**config.mk**
```make
export PLATFORM = sky130hd
export DESIGN_NAME = pong_renderer
export DESIGN_NICKNAME = d
export VERILOG_FILES = /design/src/rtl/pong_renderer.sv
export SDC_FILE = /design/constraint.sdc
export NUM_CORES = 1
export LEC_CHECK = 0
export BUFFER_PORTS_ARGS = -buffer_cell sky130_fd_sc_hd__buf_4
export CAP_MARGIN = 20
export CORE_MARGIN = 4
export CORE_UTILIZATION = 50
export DETAILED_ROUTE_END_ITERATION = 16
export GPL_TIMING_DRIVEN = 0
export PLACE_DENSITY = 0.7
export SYNTH_ARGS = -nofsm -noshare
export SYNTH_HDL_FRONTEND = slang
export SYNTH_SLANG_ARGS = --single-unit
```
**constraint.sdc**
```tcl
create_clock -name clock -period 8.9 [get_ports clock]
set_input_delay 1.335 -clock clock [delete_from_list [all_inputs] [get_ports clock]]
set_output_delay 1.335 -clock clock [all_outputs]
set_load 0.02 [all_outputs]
```
**src/rtl/pong_renderer.sv**
```systemverilog
// pong_renderer: erases the previously drawn paddles and ball, then draws them
// at their new positions, one pixel write per clock into a 160x120 adapter.
// Ports:
//   clock, resetn          system clock, asynchronous active-low reset
//   start                  frame request, sampled only while idle
//   lpad_y, rpad_y         top rows of left/right paddles
//   ball_x, ball_y         top-left corner of ball
//   x, y, colour, plot     registered pixel write to the adapter
//   busy                   high while a frame sequence runs
//   done                   one-cycle pulse when the sequence completes
module pong_renderer #(
  parameter int unsigned PADDLE_W  = 2,
  parameter int unsigned PADDLE_H  = 16,
  parameter int unsigned BALL_SIZE = 2,
  parameter int unsigned LEFT_X    = 4,
  parameter int unsigned RIGHT_X   = 154,
  parameter logic [2:0]  FG_COLOUR = 3'b111,
  parameter logic [2:0]  BG_COLOUR = 3'b000
) (
  input  logic       clock,
  input  logic       resetn,
  input  logic       start,
  input  logic [6:0] lpad_y,
  input  logic [6:0] rpad_y,
  input  logic [7:0] ball_x,
  input  logic [6:0] ball_y,
  output logic [7:0] x,
  output logic [6:0] y,
  output logic [2:0] colour,
  output logic       plot,
  output logic       busy,
  output logic       done
);

  localparam int unsigned COL_W = 4;
  localparam int unsigned ROW_W = 6;
  localparam int unsigned AX_W  = 9;
  localparam int unsigned AY_W  = 8;
  localparam int unsigned SCR_W = 160;
  localparam int unsigned SCR_H = 120;

  typedef enum logic [2:0] {
    IDLE, ERASE_L, ERASE_R, ERASE_B, DRAW_L, DRAW_R, DRAW_B, FINISH
  } state_t;

  state_t           state, state_n;
  logic [COL_W-1:0] col, col_n;
  logic [ROW_W-1:0] row, row_n;
  logic [6:0]       new_l, new_l_n, new_r, new_r_n, new_by, new_by_n;
  logic [7:0]       new_bx, new_bx_n;
  logic [6:0]       old_l, old_l_n, old_r, old_r_n, old_by, old_by_n;
  logic [7:0]       old_bx, old_bx_n;
  logic             drawn, drawn_n;
  logic [7:0]       x_n;
  logic [6:0]       y_n;
  logic [2:0]       colour_n;
  logic             plot_n, busy_n, done_n;

  // Current rectangle description and scan address
  logic [AX_W-1:0]  rect_x0, px;
  logic [AY_W-1:0]  rect_y0, py;
  logic [COL_W-1:0] rect_last_col;
  logic [ROW_W-1:0] rect_last_row;
  logic [2:0]       rect_colour;
  state_t           rect_next;

  // Next-state, datapath and output logic
  always_comb begin
    state_n  = state;
    col_n    = col;
    row_n    = row;
    new_l_n  = new_l;
    new_r_n  = new_r;
    new_bx_n = new_bx;
    new_by_n = new_by;
    old_l_n  = old_l;
    old_r_n  = old_r;
    old_bx_n = old_bx;
    old_by_n = old_by;
    drawn_n  = drawn;
    x_n      = x;
    y_n      = y;
    colour_n = colour;
    plot_n   = 1'b0;
    busy_n   = busy;
    done_n   = 1'b0;

    rect_x0       = '0;
    rect_y0       = '0;
    rect_last_col = COL_W'(PADDLE_W - 1);
    rect_last_row = ROW_W'(PADDLE_H - 1);
    rect_colour   = FG_COLOUR;
    rect_next     = IDLE;

    // Select rectangle source: erase uses last-drawn positions, draw uses latched ones
    case (state)
      ERASE_L: begin
        rect_x0 = AX_W'(LEFT_X);   rect_y0 = {1'b0, old_l};
        rect_colour = BG_COLOUR;   rect_next = ERASE_R;
      end
      ERASE_R: begin
        rect_x0 = AX_W'(RIGHT_X);  rect_y0 = {1'b0, old_r};
        rect_colour = BG_COLOUR;   rect_next = ERASE_B;
      end
      ERASE_B: begin
        rect_x0 = {1'b0, old_bx};  rect_y0 = {1'b0, old_by};
        rect_last_col = COL_W'(BALL_SIZE - 1);
        rect_last_row = ROW_W'(BALL_SIZE - 1);
        rect_colour = BG_COLOUR;   rect_next = DRAW_L;
      end
      DRAW_L: begin
        rect_x0 = AX_W'(LEFT_X);   rect_y0 = {1'b0, new_l};
        rect_next = DRAW_R;
      end
      DRAW_R: begin
        rect_x0 = AX_W'(RIGHT_X);  rect_y0 = {1'b0, new_r};
        rect_next = DRAW_B;
      end
      DRAW_B: begin
        rect_x0 = {1'b0, new_bx};  rect_y0 = {1'b0, new_by};
        rect_last_col = COL_W'(BALL_SIZE - 1);
        rect_last_row = ROW_W'(BALL_SIZE - 1);
        rect_next = FINISH;
      end
      default: ;
    endcase

    // Wide address sums so off-screen pixels never wrap back onto row/column 0
    px = rect_x0 + AX_W'(col);
    py = rect_y0 + AY_W'(row);

    case (state)
      IDLE: begin
        if (start) begin
          new_l_n  = lpad_y;
          new_r_n  = rpad_y;
          new_bx_n = ball_x;
          new_by_n = ball_y;
          col_n    = '0;
          row_n    = '0;
          busy_n   = 1'b1;
          state_n  = drawn ? ERASE_L : DRAW_L;
        end
      end
      FINISH: begin
        old_l_n  = new_l;
        old_r_n  = new_r;
        old_bx_n = new_bx;
        old_by_n = new_by;
        drawn_n  = 1'b1;
        done_n   = 1'b1;
        busy_n   = 1'b0;
        state_n  = IDLE;
      end
      default: begin
        x_n      = px[7:0];
        y_n      = py[6:0];
        colour_n = rect_colour;
        plot_n   = (px < AX_W'(SCR_W)) && (py < AY_W'(SCR_H));
        if (col == rect_last_col) begin
          col_n = '0;
          if (row == rect_last_row) begin
            row_n   = '0;
            state_n = rect_next;
          end else begin
            row_n = row + ROW_W'(1);
          end
        end else begin
          col_n = col + COL_W'(1);
        end
      end
    endcase
  end

  // State and output registers
  always_ff @(posedge clock or negedge resetn) begin
    if (!resetn) begin
      state  <= IDLE;
      col    <= '0;
      row    <= '0;
      new_l  <= '0;
      new_r  <= '0;
      new_bx <= '0;
      new_by <= '0;
      old_l  <= '0;
      old_r  <= '0;
      old_bx <= '0;
      old_by <= '0;
      drawn  <= 1'b0;
      x      <= '0;
      y      <= '0;
      colour <= '0;
      plot   <= 1'b0;
      busy   <= 1'b0;
      done   <= 1'b0;
    end else begin
      state  <= state_n;
      col    <= col_n;
      row    <= row_n;
      new_l  <= new_l_n;
      new_r  <= new_r_n;
      new_bx <= new_bx_n;
      new_by <= new_by_n;
      old_l  <= old_l_n;
      old_r  <= old_r_n;
      old_bx <= old_bx_n;
      old_by <= old_by_n;
      drawn  <= drawn_n;
      x      <= x_n;
      y      <= y_n;
      colour <= colour_n;
      plot   <= plot_n;
      busy   <= busy_n;
      done   <= done_n;
    end
  end

endmodule

```
**After elaboration in Yosys (flattened, before gate mapping)**

Cells that the tools add are included.

- $add $sub $neg: 4
- Order comparisons: 2
- Eq/ne operators: 10
- Multiplexer cells: 21
- Bitwise logic cells: 1
- Reductions and logical operators: 16

Operator list:

| operator | number |
|---|---|
| $pmux 7 s6 | 1 |
| $pmux 8 s4 | 1 |
| $mux 6 | 3 |
| $pmux 3 s6 | 1 |
| $mux 3 | 5 |
| $eq 3x3->1 const B | 4 |
| $mux 4 | 3 |
| $pmux 6 s2 | 1 |
| $add 9x4->9 | 1 |
| $lt 9x8->1 const B | 1 |
| $add 8x6->8 | 1 |
| $lt 8x7->1 const B | 1 |
| $pmux 4 s2 | 1 |
| $reduce_or 2->1 | 4 |
| $add 6x1->6 const B | 1 |
| $eq 3x2->1 const B | 2 |
| $eq 6x6->1 | 1 |
| $pmux 3 s2 | 1 |
| $reduce_and 2->1 | 3 |
| $reduce_and 3->1 | 2 |
| $reduce_bool 3->1 | 2 |
| $add 4x1->4 const B | 1 |
| $eq 4x1->1 const B | 1 |
| $reduce_bool 2->1 | 2 |
| 8 further kinds | 10 |

- Bits in registers: 93
- Input bits: 32
- Output and inout bits: 21
- Logic and storage cells: 72

**Logic depth before layout (Yosys ltp)**

- Word-level depth: 7
- Depth in mapped cells: 16

**Worst setup path before layout**

No wires, ideal clock.

- Path kind: register -> register
- Start point: reg state[2]
- End point: reg plot
- Setup time: 0.130 ns
- Data arrival time: 2.710 ns
- Data required time: 8.770 ns
- Setup slack: 6.060 ns
- Stages on the path, launching flop included: 13
- Path buffers: 2
- Path through: dfrtp_1 > buf_4 > buf_6 > mux2_2 > a221oi_1 > a21oi_1 > ha_1 > a211o_1 > a211o_1 > a221oi_1 > nand3_1 > o21ai_1 > nor4_2

- Longest elaborated chain between the ends: 7
- Elaborated cells between the ends (all ways): 19
- Classes of those cells: add/sub (2); order compare (2); eq/ne (7); mux (3); reduce/logical (5)

RTL lines:

| what | line | source |
|---|---|---|
| from (decl) | 46 | `state_t state, state_n;` |
| from (signal assigned) | 197 | `state <= state_n;` |
| $eq 3x3->1, or another cell as far along | 96 | `case (state)` |
| $reduce_or 2->1 (no source line) | - |  |
| $pmux 8 s4 | 96 |  |
| $add 9x4->9 | 129 | `px = rect_x0 + AX_W'(col);` |
| $lt 9x8->1 | 159 | `plot_n = (px < AX_W'(SCR_W)) && (py < AY_W'(SCR_H));` |
| $logic_and 1x1->1 | 159 |  |
| $mux 1 * | 132 | `case (state)` |
| net plot_n | 57 | `logic plot_n, busy_n, done_n;` |
| to (signal assigned) | 212 | `plot <= plot_n;` |
| to (decl) | 30 | `output logic plot,` |

The timed path passes the listed nets; every way through them passes the cells marked *.
A chain may end at the register's enable or synchronous reset.

**Final worst setup path**

Same ends and word-level chain as after synthesis.

==> tab_implementation.tex <==
\begin{tabular}{lr}
\hline
Metric & Value \\
\hline
\multicolumn{2}{l}{\textbf{Run status}} \\
Run status & completed \\
\multicolumn{2}{l}{\textbf{Synthesis}} \\
Leading cell types by count after synthesis & dfrtp\_1 (91), mux2\_2 (65), nand2\_1 (31) \\
Dominant cell by count in the synthesized netlist & dfrtp\_1 \\
Share of the synthesized area in compound gates (AO/OA/AOI/OAI) & 0.1163 \\
Most common flop cell mapped by yosys & dfrtp\_1 \\
Post-synthesis cell area & 4691 um\^{}2 \\
Register area share after synthesis & 0.4855 \\
Distinct cells, synth & 61 \\
Share of synthesized flip-flops with an asynchronous set or reset & 1.000 \\
Adder-cell area share of the yosys netlist & 0.04321 \\
Share of the synthesized area in the top cell type & 0.4855 \\
Nets in the synthesized netlist & 461 \\
Post-synth EDFFs & 0 \\
Fraction of synthesized area in multiplexers & 0.1875 \\
Count of synthesis-stage warnings from yosys & 0 \\
Area contributors post-synth & dfrtp\_1 (49\%), mux2\_2 (16\%), ha\_1 (3.5\%) \\
Most area-hungry cell type in the Yosys netlist & dfrtp\_1 \\
Post-synthesis share of cell area spent on and, or, nand and nor gates & 0.1040 \\
Largest family of logic cells by synthesized area & multiplexers \\
Flops \& latches, synth & 91 \\
Synth Instances & 414 \\
Per-instance average area after synthesis & 11.33 um\^{}2 \\
Share of the synthesized netlist area taken by xor and xnor gates & 0.02614 \\
\multicolumn{2}{l}{\textbf{Setup path}} \\
Top cell family by delay on the critical path & compound AO/OA/AOI/OAI gates \\
Critical path capture point type & flip-flop \\
Critical Path Max Stage Delay & 0.42 ns \\
Setup crit start kind & flip-flop \\
WP buf/inv & 2 \\
Critical-path maximum fanout & 10 \\
Master of the slowest instance on the critical path & dfrtp\_1 \\
Critical path data required time & 9.14 ns \\
CP Data Arrival Time & 3.61 ns \\
Slack of the worst reg-to-reg path & 5.53 ns \\
Count of cells along the worst register-to-register path & 12 \\
Crit Path Category & flip-flop to flip-flop \\
Depth of the critical timing path with buffers and inverters included & 12 \\
Cell-by-cell trace of the critical path & buf\_4 -> buf\_6 -> mux2\_2 -> a221oi\_1 -> a21oi\_1 -> ha\_1 -> a211o\_1 -> a211o\_1 -> a221oi\_1 -> nand3\_1 -> o21ai\_1 -> nor4\_2 \\
\multicolumn{2}{l}{\textbf{Timing}} \\
Period Utilization, post-route & 0.3782 \\
Unrepaired setup endpoints after global routing & false \\
Max-slew headroom at the worst pin & 0.6631 \\
Final hold viol count & 0 \\
Setup TNS & 0 ns \\
Final worst slack & 5.534 ns \\
Pin slew with the least headroom to its limit & 0.5054 ns \\
Timing-limited maximum frequency & 297.1 MHz \\
Slew Limit Fails & 0 \\
Final Setup Violations & 0 \\
Clock period minus final worst setup slack & 3.366 ns \\
Post-route worst hold slack & 0.4828 ns \\
Max Clock Skew & 0.004736 ns \\
\multicolumn{2}{l}{\textbf{Final layout}} \\
Post-Route Utilization & 0.5962 \\
Multi-input combinational cell area & 2238 um\^{}2 \\
Layout Cell Area excl Fill & 5483 um\^{}2 \\
Layout cells sized above 1 & 0.3416 \\
Number of non-filler instances in the completed layout & 594 \\
Sequential Area & 2277 um\^{}2 \\
Area grow syn2layout & 16.88\% \\
Layout Nets & 525 \\
Number of diodes & 0 \\
Fill cell instance count of the final layout & 779 \\
\multicolumn{2}{l}{\textbf{Route}} \\
Number of detailed-route iterations in the first pass & 4 \\
DRC errors left & 0 \\
First DRT Iteration DRCs & 117 \\
Post-detailed-route wirelength per cell & 16.63 um \\
Via total after detailed routing & 3338 \\
Vias per cell & 5.620 \\
Number of routed nets with antenna violations & 0 \\
Final WL & 9876 um \\
\multicolumn{2}{l}{\textbf{Floorplan}} \\
Die W & 104.9 um \\
Floorplan Core Area & 9196 um\^{}2 \\
Die boundary height & 104.9 um \\
Row count & 35 \\
Area of the die & 11000 um\^{}2 \\
Effective utilization at floorplan & 0.5101 \\
I/O pin count & 53 \\
\multicolumn{2}{l}{\textbf{Pwr}} \\
Worst ir drop on vdd & 0.08435 mV \\
Static Leakage & 2.595 nW \\
Areal power density over the cells & 146.7 nW/um\^{}2 \\
Post-route total power & 0.8041 mW \\
\multicolumn{2}{l}{\textbf{Worst hold path}} \\
Number of cells on the worst hold path & 2 \\
Class of the most critical hold timing path & flip-flop to flip-flop \\
\multicolumn{2}{l}{\textbf{Clock network}} \\
Post-CTS setup-driven buffer insertion count & 0 \\
Reg clk slew, reported paths & 0.09 ns \\
H-Tree Level Count & 3 \\
Source-to-sink clock delay at the later pin of the worst-skew pair & 0.35 ns \\
Number of sinks handled by clock tree synthesis & 91 \\
Maximum buffer depth of the clock tree & 2 \\
Buffer cell driving the clock tree root & clkbuf\_8 \\
PostCTS Resize Cnt & 0 \\
Clock buffer count from CTS & 9 \\
TritonCTS clock tree & built \\
Hold Buf Count CTS & 0 \\
\multicolumn{2}{l}{\textbf{Global routing}} \\
Global route overflow & 0 \\
Pin count of the biggest net entering global routing & 73 \\
Initial antenna violation count & 0 \\
Global-route wire length before repair & 16820 um \\
Vias in the first global route & 3488 \\
All-Layer GR Usage & 0.1919 \\
\multicolumn{2}{l}{\textbf{Placement}} \\
Final HPWL from detailed placement & 7279 um \\
Worst Setup Slack post-DPL & 5.547 ns \\
Cell count after placement & 578 \\
Post-Place Cell Area & 5248 um\^{}2 \\
Routability Congestion & 0.8304 \\
Input/output buffers & 52 \\
\multicolumn{2}{l}{\textbf{Job}} \\
Count of max-cap constraint violations & 0 \\
\hline
\end{tabular}
metal layers:
layer | vias to the layer above | wire, um | GRT usage
li1 | 1605 | - | -
met1 | 1633 | 4442 | 0.2534
met2 | 85 | 4703 | 0.3075
met4 | 0 | 224 | 0.08247
met3 | 15 | 506 | 0.03891
met5 | - | 0 | 0
power by group:
part           internal [mW]  leakage (nW)  switching, mW
Sequential             0.423          1.16        0.00681
Clock                  0.175         0.112          0.149
Combinational         0.0262          1.32         0.0250
path summary, 6_finish.rpt:
path	from	to
max	state[2]$_DFFE_PN0P_	plot$_DFF_PN0_
max in group asynchronous	resetn	new_r[5]$_DFFE_PN0P_
min in group asynchronous	resetn	x[6]$_DFFE_PN0P_
max reg2reg	state[2]$_DFFE_PN0P_	plot$_DFF_PN0_
min reg2reg	x[7]$_DFFE_PN0P_	x[7]$_DFFE_PN0P_
min	x[7]$_DFFE_PN0P_	x[7]$_DFFE_PN0P_
flip-flops by register name, summed over array words and instances, names as in the netlist, 6 cells and up:
| name | cells |
|---|---|
| old_l | 7 |
| row | 6 |
| x | 8 |
| y | 7 |
| new_bx | 8 |
| new_r | 7 |
| old_r | 7 |
| old_bx | 8 |
| new_l | 7 |
| old_by | 7 |
| new_by | 7 |
worst min-delay path, stage by stage, from the launching register on:
cell     delay, ns
dfrtp_1       0.35
nand2_1       0.05
nand2_1       0.05
area by class of cell:
class                      instances  share of cell area
sequential                        91              0.4153
multi-input combinational        290              0.4083
timing repair buffer              53             0.07622
clock buffer                      11             0.02761
tap                              111             0.02533
buffer                            20             0.02305
clock inverter                     5             0.01529
inverter                          13            0.008900
cells by family after synthesis:
family,after synthesis
xor+xnor,14
buf+inv,33
compound gates,84
fa+ha+maj,15
flops,91
mux,79
simple gates,98
placed cells by master, fill, tap and decap left out, types with 2 or more instances in the layout:
| cell type | n |
|---|---|
| fa_1 | 2 |
| a211oi_1 | 4 |
| o21ai_1 | 5 |
| a21o_1 | 4 |
| o21ai_0 | 21 |
| o21a_1 | 3 |
| clkinv_1 | 2 |
| nand3_1 | 5 |
| xor2_1 | 8 |
| clkbuf_8 | 11 |
| nand2_1 | 31 |
| mux2i_1 | 10 |
| a221oi_1 | 7 |
| clkinvlp_4 | 2 |
| bufinv_16 | 2 |
| inv_1 | 11 |
| ha_1 | 13 |
| nand3b_1 | 2 |
| or3_1 | 3 |
| a21oi_1 | 23 |
| buf_4 | 61 |
| mux2_1 | 3 |
| xnor2_1 | 6 |
| nor3_1 | 3 |
| dfrtp_1 | 91 |
| nor2_1 | 30 |
| buf_2 | 8 |
| a211o_1 | 2 |
| o31ai_1 | 3 |
| nand2b_1 | 5 |
| nand4_1 | 2 |
| and3_1 | 2 |
| mux2_2 | 65 |
(Power assumes the default switching activity.)
